<file path="config.mk">
export PLATFORM = sky130hd
export DESIGN_NAME = core_mem_arbiter_flat
export DESIGN_NICKNAME = d
export VERILOG_FILES = /design/src/rtl/core_mem_arbiter_pkg.sv /design/src/rtl/core_mem_arbiter_if.sv /design/src/rtl/arb_read_hold.sv /design/src/rtl/core_mem_arbiter.sv /design/src/flat_wrapper.sv
export SDC_FILE = /design/constraint.sdc
export NUM_CORES = 1
export LEC_CHECK = 0
export CAP_MARGIN = 40
export CORE_ASPECT_RATIO = 0.9
export CORE_MARGIN = 2
export CORE_UTILIZATION = 32
export CTS_BUF_LIST = sky130_fd_sc_hd__clkbuf_4
export DETAILED_ROUTE_END_ITERATION = 8
export GPL_TIMING_DRIVEN = 0
export SETUP_SLACK_MARGIN = 0.2
export SYNTH_ARGS = -nofsm -noshare
export SYNTH_HDL_FRONTEND = slang
export SYNTH_HIERARCHICAL = 1
export SYNTH_SLANG_ARGS = --single-unit
</file>
<file path="constraint.sdc">
create_clock -name clk -period 2.2 [get_ports clk]
set_input_delay 0.55 -clock clk [delete_from_list [all_inputs] [get_ports clk]]
set_output_delay 0.55 -clock clk [all_outputs]
set_load 0.1 [all_outputs]
</file>
<file path="src/rtl/core_mem_arbiter_pkg.sv">
// Shared widths, FSM states and grant encodings for the instruction/data memory arbiter.
package core_mem_arbiter_pkg;

    localparam int unsigned ADDR_BUS    = 32;
    localparam int unsigned DATA_BUS    = 32;
    localparam int unsigned MEM_SEL_BUS = 4;

    typedef enum logic {
        ARB_IDLE   = 1'b0,
        ARB_REPLAY = 1'b1
    } arb_state_e;

    typedef enum logic [1:0] {
        GRANT_NONE = 2'd0,
        GRANT_INST = 2'd1,
        GRANT_DATA = 2'd2
    } grant_e;

    typedef struct packed {
        logic                   en;
        logic [MEM_SEL_BUS-1:0] we;
        logic [ADDR_BUS-1:0]    addr;
        logic [DATA_BUS-1:0]    wdata;
    } mem_req_t;

endpackage

</file>
<file path="src/rtl/core_mem_arbiter_if.sv">
// Core instruction/data ports, unified memory port, stall and conflict counter.
interface core_mem_arbiter_if;
    import core_mem_arbiter_pkg::*;

    logic                   rom_en;
    logic [MEM_SEL_BUS-1:0] rom_write_en;
    logic [ADDR_BUS-1:0]    rom_addr;
    logic [DATA_BUS-1:0]    rom_write_data;
    logic [DATA_BUS-1:0]    rom_read_data;

    logic                   ram_en;
    logic [MEM_SEL_BUS-1:0] ram_write_en;
    logic [ADDR_BUS-1:0]    ram_addr;
    logic [DATA_BUS-1:0]    ram_write_data;
    logic [DATA_BUS-1:0]    ram_read_data;

    logic                   mem_en;
    logic [MEM_SEL_BUS-1:0] mem_write_en;
    logic [ADDR_BUS-1:0]    mem_addr;
    logic [DATA_BUS-1:0]    mem_write_data;
    logic [DATA_BUS-1:0]    mem_read_data;

    logic                   stall;
    logic [31:0]            conflict_cnt;

    modport slave (
        input  rom_en, rom_write_en, rom_addr, rom_write_data,
        output rom_read_data,
        input  ram_en, ram_write_en, ram_addr, ram_write_data,
        output ram_read_data,
        output mem_en, mem_write_en, mem_addr, mem_write_data,
        input  mem_read_data,
        output stall, conflict_cnt
    );

    modport master (
        output rom_en, rom_write_en, rom_addr, rom_write_data,
        input  rom_read_data,
        output ram_en, ram_write_en, ram_addr, ram_write_data,
        input  ram_read_data,
        input  mem_en, mem_write_en, mem_addr, mem_write_data,
        output mem_read_data,
        input  stall, conflict_cnt
    );

endinterface

</file>
<file path="src/rtl/arb_read_hold.sv">
// Per-port read return: live memory data in the cycle after a read grant, held copy otherwise.
module arb_read_hold
    import core_mem_arbiter_pkg::*;
(
    input  logic                clk,
    input  logic                rst,
    input  logic                i_sel,
    input  logic [DATA_BUS-1:0] i_mem_data,
    output logic [DATA_BUS-1:0] o_read_data
);

    logic [DATA_BUS-1:0] r_hold;

    always_ff @(posedge clk or negedge rst) begin
        if (!rst) begin
            r_hold <= '0;
        end else if (i_sel) begin
            r_hold <= i_mem_data;
        end
    end

    assign o_read_data = i_sel ? i_mem_data : r_hold;

endmodule

</file>
<file path="src/rtl/core_mem_arbiter.sv">
// Serializes core instruction and data accesses onto one single-ported synchronous memory.
module core_mem_arbiter
    import core_mem_arbiter_pkg::*;
#(
    parameter bit DATA_FIRST = 1'b1
) (
    input  logic                clk,
    input  logic                rst,
    core_mem_arbiter_if.slave   bus
);

    arb_state_e r_state;
    grant_e     r_last_grant;
    logic       r_last_rd;
    mem_req_t   r_pend;
    grant_e     r_pend_grant;
    logic [31:0] r_conflict_cnt;

    mem_req_t w_rom_req;
    mem_req_t w_ram_req;
    mem_req_t w_req;
    mem_req_t w_loser;
    grant_e   w_grant;
    grant_e   w_loser_grant;
    logic     w_conflict;
    logic     w_inst_sel;
    logic     w_data_sel;

    assign w_rom_req  = '{en: bus.rom_en, we: bus.rom_write_en, addr: bus.rom_addr, wdata: bus.rom_write_data};
    assign w_ram_req  = '{en: bus.ram_en, we: bus.ram_write_en, addr: bus.ram_addr, wdata: bus.ram_write_data};
    assign w_conflict = (r_state == ARB_IDLE) && bus.rom_en && bus.ram_en;

    always_comb begin
        w_req         = '0;
        w_grant       = GRANT_NONE;
        w_loser       = '0;
        w_loser_grant = GRANT_NONE;
        if (r_state == ARB_REPLAY) begin
            // Core still presents the already-accepted pair; only the pending request matters.
            w_req   = r_pend;
            w_grant = r_pend_grant;
        end else if (w_conflict) begin
            if (DATA_FIRST) begin
                w_req         = w_ram_req;
                w_grant       = GRANT_DATA;
                w_loser       = w_rom_req;
                w_loser_grant = GRANT_INST;
            end else begin
                w_req         = w_rom_req;
                w_grant       = GRANT_INST;
                w_loser       = w_ram_req;
                w_loser_grant = GRANT_DATA;
            end
        end else if (bus.ram_en) begin
            w_req   = w_ram_req;
            w_grant = GRANT_DATA;
        end else if (bus.rom_en) begin
            w_req   = w_rom_req;
            w_grant = GRANT_INST;
        end
    end

    // Gated by reset so memory and stall go quiet the instant reset asserts.
    assign bus.mem_en         = rst & w_req.en;
    assign bus.mem_write_en   = rst ? w_req.we    : '0;
    assign bus.mem_addr       = rst ? w_req.addr  : '0;
    assign bus.mem_write_data = rst ? w_req.wdata : '0;
    assign bus.stall          = rst & w_conflict;
    assign bus.conflict_cnt   = r_conflict_cnt;

    always_ff @(posedge clk or negedge rst) begin
        if (!rst) begin
            r_state        <= ARB_IDLE;
            r_last_grant   <= GRANT_NONE;
            r_last_rd      <= 1'b0;
            r_pend         <= '0;
            r_pend_grant   <= GRANT_NONE;
            r_conflict_cnt <= '0;
        end else begin
            r_last_grant <= w_grant;
            r_last_rd    <= (w_req.we == '0);
            case (r_state)
                ARB_IDLE: begin
                    if (w_conflict) begin
                        r_pend       <= w_loser;
                        r_pend_grant <= w_loser_grant;
                        r_state      <= ARB_REPLAY;
                        if (r_conflict_cnt != '1) begin
                            r_conflict_cnt <= r_conflict_cnt + 32'd1;
                        end
                    end
                end
                ARB_REPLAY: begin
                    r_pend       <= '0;
                    r_pend_grant <= GRANT_NONE;
                    r_state      <= ARB_IDLE;
                end
                default: r_state <= ARB_IDLE;
            endcase
        end
    end

    assign w_inst_sel = (r_last_grant == GRANT_INST) && r_last_rd;
    assign w_data_sel = (r_last_grant == GRANT_DATA) && r_last_rd;

    arb_read_hold u_inst_hold (
        .clk         (clk),
        .rst         (rst),
        .i_sel       (w_inst_sel),
        .i_mem_data  (bus.mem_read_data),
        .o_read_data (bus.rom_read_data)
    );

    arb_read_hold u_data_hold (
        .clk         (clk),
        .rst         (rst),
        .i_sel       (w_data_sel),
        .i_mem_data  (bus.mem_read_data),
        .o_read_data (bus.ram_read_data)
    );

endmodule

</file>
<file path="src/flat_wrapper.sv">
// flat-port wrapper written by rule: the top's interface ports become plain ports
module core_mem_arbiter_flat import core_mem_arbiter_pkg::*;
#(
    parameter bit DATA_FIRST = 1'b1
)
  (clk, rst, bus_rom_en, bus_rom_write_en, bus_rom_addr, bus_rom_write_data, bus_rom_read_data, bus_ram_en, bus_ram_write_en, bus_ram_addr, bus_ram_write_data, bus_ram_read_data, bus_mem_en, bus_mem_write_en, bus_mem_addr, bus_mem_write_data, bus_mem_read_data, bus_stall, bus_conflict_cnt);
  core_mem_arbiter_if bus_i ();
  input  logic clk;
  input  logic rst;
  input wire logic [$bits(bus_i.rom_en)-1:0] bus_rom_en;
  input wire logic [$bits(bus_i.rom_write_en)-1:0] bus_rom_write_en;
  input wire logic [$bits(bus_i.rom_addr)-1:0] bus_rom_addr;
  input wire logic [$bits(bus_i.rom_write_data)-1:0] bus_rom_write_data;
  output wire logic [$bits(bus_i.rom_read_data)-1:0] bus_rom_read_data;
  input wire logic [$bits(bus_i.ram_en)-1:0] bus_ram_en;
  input wire logic [$bits(bus_i.ram_write_en)-1:0] bus_ram_write_en;
  input wire logic [$bits(bus_i.ram_addr)-1:0] bus_ram_addr;
  input wire logic [$bits(bus_i.ram_write_data)-1:0] bus_ram_write_data;
  output wire logic [$bits(bus_i.ram_read_data)-1:0] bus_ram_read_data;
  output wire logic [$bits(bus_i.mem_en)-1:0] bus_mem_en;
  output wire logic [$bits(bus_i.mem_write_en)-1:0] bus_mem_write_en;
  output wire logic [$bits(bus_i.mem_addr)-1:0] bus_mem_addr;
  output wire logic [$bits(bus_i.mem_write_data)-1:0] bus_mem_write_data;
  input wire logic [$bits(bus_i.mem_read_data)-1:0] bus_mem_read_data;
  output wire logic [$bits(bus_i.stall)-1:0] bus_stall;
  output wire logic [$bits(bus_i.conflict_cnt)-1:0] bus_conflict_cnt;
  assign bus_i.rom_en = bus_rom_en;
  assign bus_i.rom_write_en = bus_rom_write_en;
  assign bus_i.rom_addr = bus_rom_addr;
  assign bus_i.rom_write_data = bus_rom_write_data;
  assign bus_rom_read_data = bus_i.rom_read_data;
  assign bus_i.ram_en = bus_ram_en;
  assign bus_i.ram_write_en = bus_ram_write_en;
  assign bus_i.ram_addr = bus_ram_addr;
  assign bus_i.ram_write_data = bus_ram_write_data;
  assign bus_ram_read_data = bus_i.ram_read_data;
  assign bus_mem_en = bus_i.mem_en;
  assign bus_mem_write_en = bus_i.mem_write_en;
  assign bus_mem_addr = bus_i.mem_addr;
  assign bus_mem_write_data = bus_i.mem_write_data;
  assign bus_i.mem_read_data = bus_mem_read_data;
  assign bus_stall = bus_i.stall;
  assign bus_conflict_cnt = bus_i.conflict_cnt;
  core_mem_arbiter #(.DATA_FIRST(DATA_FIRST)) u_core (.clk(clk), .rst(rst), .bus(bus_i));
endmodule
</file>
==> summary.md <==
| Metric | Value |
|---|---|
| Clock transition at the register clock pins on the worst setup and hold paths after CTS | `~130 ps` |
| IO Pins | `338` |
| Maximum buffer depth of the clock tree | `2` |
| Cell with the largest stage delay on the worst path | `sky130_fd_sc_hd__dfrtp_1` |
| Number of buffers and inverters on the critical path | `6` |
| Remaining routing DRC violations | `0` |
| Clock tree from TritonCTS | `yes` |
| Final setup vio count | `roughly 130` |
| H-tree levels | `4` |
| Sum of internal, switching and leakage power | `between 15 and 20 mW` |
| Leakage power | `roughly 8.2 nW` |
| Upper clock frequency limit | `roughly 360 MHz` |
| Nets | `approximately 1700` |
| Flip-flop cell with the highest count after synthesis | `sky130_fd_sc_hd__dfrtp_1` |
| Starting utilization of the core area | `approximately a third` |
| Maximum single-stage delay on the critical path | `380 ps` |
| Slew Limit Fails | `0` |
| M3 GR Usage | `5.45%` |
| Total core area | `about 27000 sq um` |
| Number of sinks driven by the clock tree | `170` |
| Clock buffer count from CTS | `17` |
| Overall track demand over capacity in global routing | `between 20% and 30%` |
| List of most frequent post-synthesis cells | `170 x sky130_fd_sc_hd__dfrtp_1, 137 x sky130_fd_sc_hd__nor2_1, 86 x sky130_fd_sc_hd__nand2_1` |
| Maximum fanout encountered on the critical timing path | `7` |
| Endpoints failing hold | `0` |
| Cell type with the largest total area after synthesis | `sky130_fd_sc_hd__dfrtp_1` |
| Count of unique library cells instantiated by Yosys | `39` |
| Die height | `between 150 and 200 um` |
| Routed wire length | `39900 um` |
| Final clock period utilization by the worst path | `126%` |
| Top area cells in the synthesized netlist | `sky130_fd_sc_hd__dfrtp_1 48%, sky130_fd_sc_hd__mux2_4 10%, sky130_fd_sc_hd__nor2_1 5.8%, sky130_fd_sc_hd__a22oi_1 5.8%, sky130_fd_sc_hd__nand2b_1 4.8%` |
| Summed instance area of the synthesized netlist | `~8900 sq um` |
| Number of inserted filler cells in the final layout | `1700` |
| RSZ-0062 raised after global routing | `true` |
| Share of the synthesized area in the top cell type | `47.9%` |
| Post-route worst setup slack | `-563 ps` |
| Failing checks | `negative setup slack` |
| Most frequent cell on the critical path | `sky130_fd_sc_hd__buf_6` |
| Vias in the first global route | `10243` |
| Post-synthesis cell count | `about 900` |
| Type of the tightest min-delay check | `in2reg` |
| Met1 GRT Util | `33.4%` |
| Worst R2R Start | `u_core/r_state` |
| Post-layout utilization of the core | `around three quarters` |
| Total number of placement rows | `57` |
| Cell area after placement | `16600 sq um` |
| Vias per cell | `between 5 and 6` |
| Synthesized flop and latch total | `170` |
| Final ANT Viol Nets | `0` |
| Die width | `between 150 and 200 um` |
| Top cell family by delay on the critical path | `buffers and inverters` |
| Detail Placement HPWL | `~25000 um` |
| Result of the run | `finished with violations` |
| Non-filler instance count after layout | `1859` |
| Share of flip-flops with an asynchronous set or reset after synthesis | `100%` |
| Number of enable-type register cells in the synthesized netlist | `0` |
| CP Launch Point | `u_core/r_last_rd` |
| Mapped Nets | `around 1100` |
| Worst setup timing slack at the placement stage | `-1510 ps` |
| DR iter-0 viols | `~520` |
| Worst EP required | `roughly 1700 ps` |
| Number of maximum-capacitance violations | `0` |
| Total power divided by cell area | `~970 nW/um^2` |
| Average footprint of a synthesized cell | `approximately 9.8 sq um` |
| Cells after DPL | `between 1500 and 2000` |
| Post-Layout Inst Area | `around 20000 sq um` |
| Number of vias in the routed layout | `~9400` |
| Min-delay src | `bus_rom_en` |
| Sequential share of the synthesized area | `47.9%` |
| Area Overhead vs Synth | `124%` |
| Sum of overflow across all layers after global routing | `0` |
| Cell-by-cell trace of the critical path | `nand2_1 > nor2_2 > buf_6 > buf_6 > buf_12 > buf_6 > mux2_4 > buf_6 > buf_16` |
| Peak-usage layer in the global routing report | `met2` |
| Most used standard cell by instance count after synthesis | `sky130_fd_sc_hd__dfrtp_1` |
| Clock insertion delay at the later pin of the skew report | `600 ps` |
| First-pass detailed-route iteration total | `4` |
| Number of antenna violations at the first check in global routing | `4` |
| Root cell of the clock tree | `sky130_fd_sc_hd__clkbuf_4` |
| Yosys warning total | `6` |
| Kind of end point of the critical path | `output port` |
| Routed wirelength normalized by instance count | `roughly 21 um` |
| Relative slew slack | `between 60% and 70%` |
| GR met2 Demand/Resource | `45.2%` |
| Fin Clk Skew | `28.7 ps` |
| Maximum resistive drop on vdd | `0.000802 V` |
| Maximum number of pins on one net before global-route repair | `approximately 100` |
| Sort of element at the start of the critical path | `flip-flop` |
| CP Data Arrival Time | `between 2000 and 2500 ps` |
| Critical path class | `reg2out` |
| DIE AREA | `approximately 29000 sq um` |
| First-pass GRT wire length | `about 60000 um` |
| Min Tclk post-route | `approximately 2800 ps` |
| Fraction of layout cells with a size suffix above 1 | `between 50 and 60%` |
| Port Buf Inserts | `between 300 and 400` |
| Actual slew at the worst max-slew pin | `approximately 560 ps` |
| Routability Congestion | `between 0.8 and 0.9` |
-- state kept, by name, summed over array words and instances, names as in the netlist --
name and cells:
u_core/r_pend 69, u_core/bus.conflict_cnt 32, u_core/u_data_hold/r_hold 32, u_core/u_inst_hold/r_hold 32
u_core/r_last_grant 2, u_core/r_last_rd 1, u_core/r_pend_grant 1, u_core/r_state 1
-- report_power, final --
group          switching, mW  internal [mW]
Sequential             0.397           3.86
Clock                   1.20          0.576
Combinational           7.50           5.70
Total                   9.10           10.1
-- final timing paths --
path / end / slack (ps) / depth (start not counted)
worst max-delay path: bus_rom_read_data[22] / -560 / 9
worst min-delay path: u_core/r_pend_grant[0] / 420 / 4
worst max register to register: u_core/bus.conflict_cnt[31] / 190 / 10
worst min register to register: u_core/u_data_hold/r_hold[17] / 510 / 1
max in group asynchronous: u_core/bus.conflict_cnt[12] / 910 / 3
min in group asynchronous: u_core/r_pend[1] / 620 / 2
-- final cells by class --
cell class	count	area (sq um)	share of cell area (%)
timing repair buffer	565	7840	39.4
clock inverter	14	121	0.611
sequential	170	4300	21.6
clock buffer	18	135	0.680
tap	354	443	2.23
inverter	4	27.5	0.139
multi-input combinational	657	6060	30.5
buffer	73	936	4.71
antenna	4	10.0	0.0504
-- per-stage QoR --
step	hold slack [ps]	setup TNS [ps]
after floorplan	254	-10730
after global placement	469	-1853460
after detailed placement	471	-128590
after CTS	266	-68890
after global routing	370	-70350
final	416	-56930
-- layer usage --
metal	vias to the layer above	share of wire [%]
li1	4306	-
met1	4674	41
met2	363	50
met3	76	5.3
met4	0	3.3
met5	-	0
-- what timing repair did --
action / CTS / global route
setup buffers: 63 / 43
gates cloned: 18 / 4
pin swaps: 61 / 67
hold buffers: 3 / 0
endpoints found under the hold margin: 67 / 0
endpoints found under the setup margin: 170 / 233
resized for setup: 801 / 221
-- placed cells by master (no fill, tap or decap), types with 57 or more instances in the layout --
cell	count
sky130_fd_sc_hd__a21oi_4	57
sky130_fd_sc_hd__buf_12	125
sky130_fd_sc_hd__buf_4	78
sky130_fd_sc_hd__buf_6	75
sky130_fd_sc_hd__clkdlybuf4s50_1	168
sky130_fd_sc_hd__dfrtp_1	139
sky130_fd_sc_hd__mux2_4	64
sky130_fd_sc_hd__nand2_1	81
sky130_fd_sc_hd__nand2b_1	68
sky130_fd_sc_hd__nor2_4	118
sky130_fd_sc_hd__o21ai_0	70
-- tightest hold or removal path, cell delays in order --
cell and delay (ps):
sky130_fd_sc_hd__buf_4 110, sky130_fd_sc_hd__nand2_4 80, sky130_fd_sc_hd__buf_8 150, sky130_fd_sc_hd__o21ai_0 70
-- cell families after synthesis --
logic type	after synthesis	share of synthesized area [%]
compound gates	213	14.7
xor+xnor	30	2.96
fa+ha+maj	1	0.141
buf+inv	77	4.85
flops	170	47.9
mux	66	10.9
simple gates	347	18.5
(Power assumes the default switching activity.)
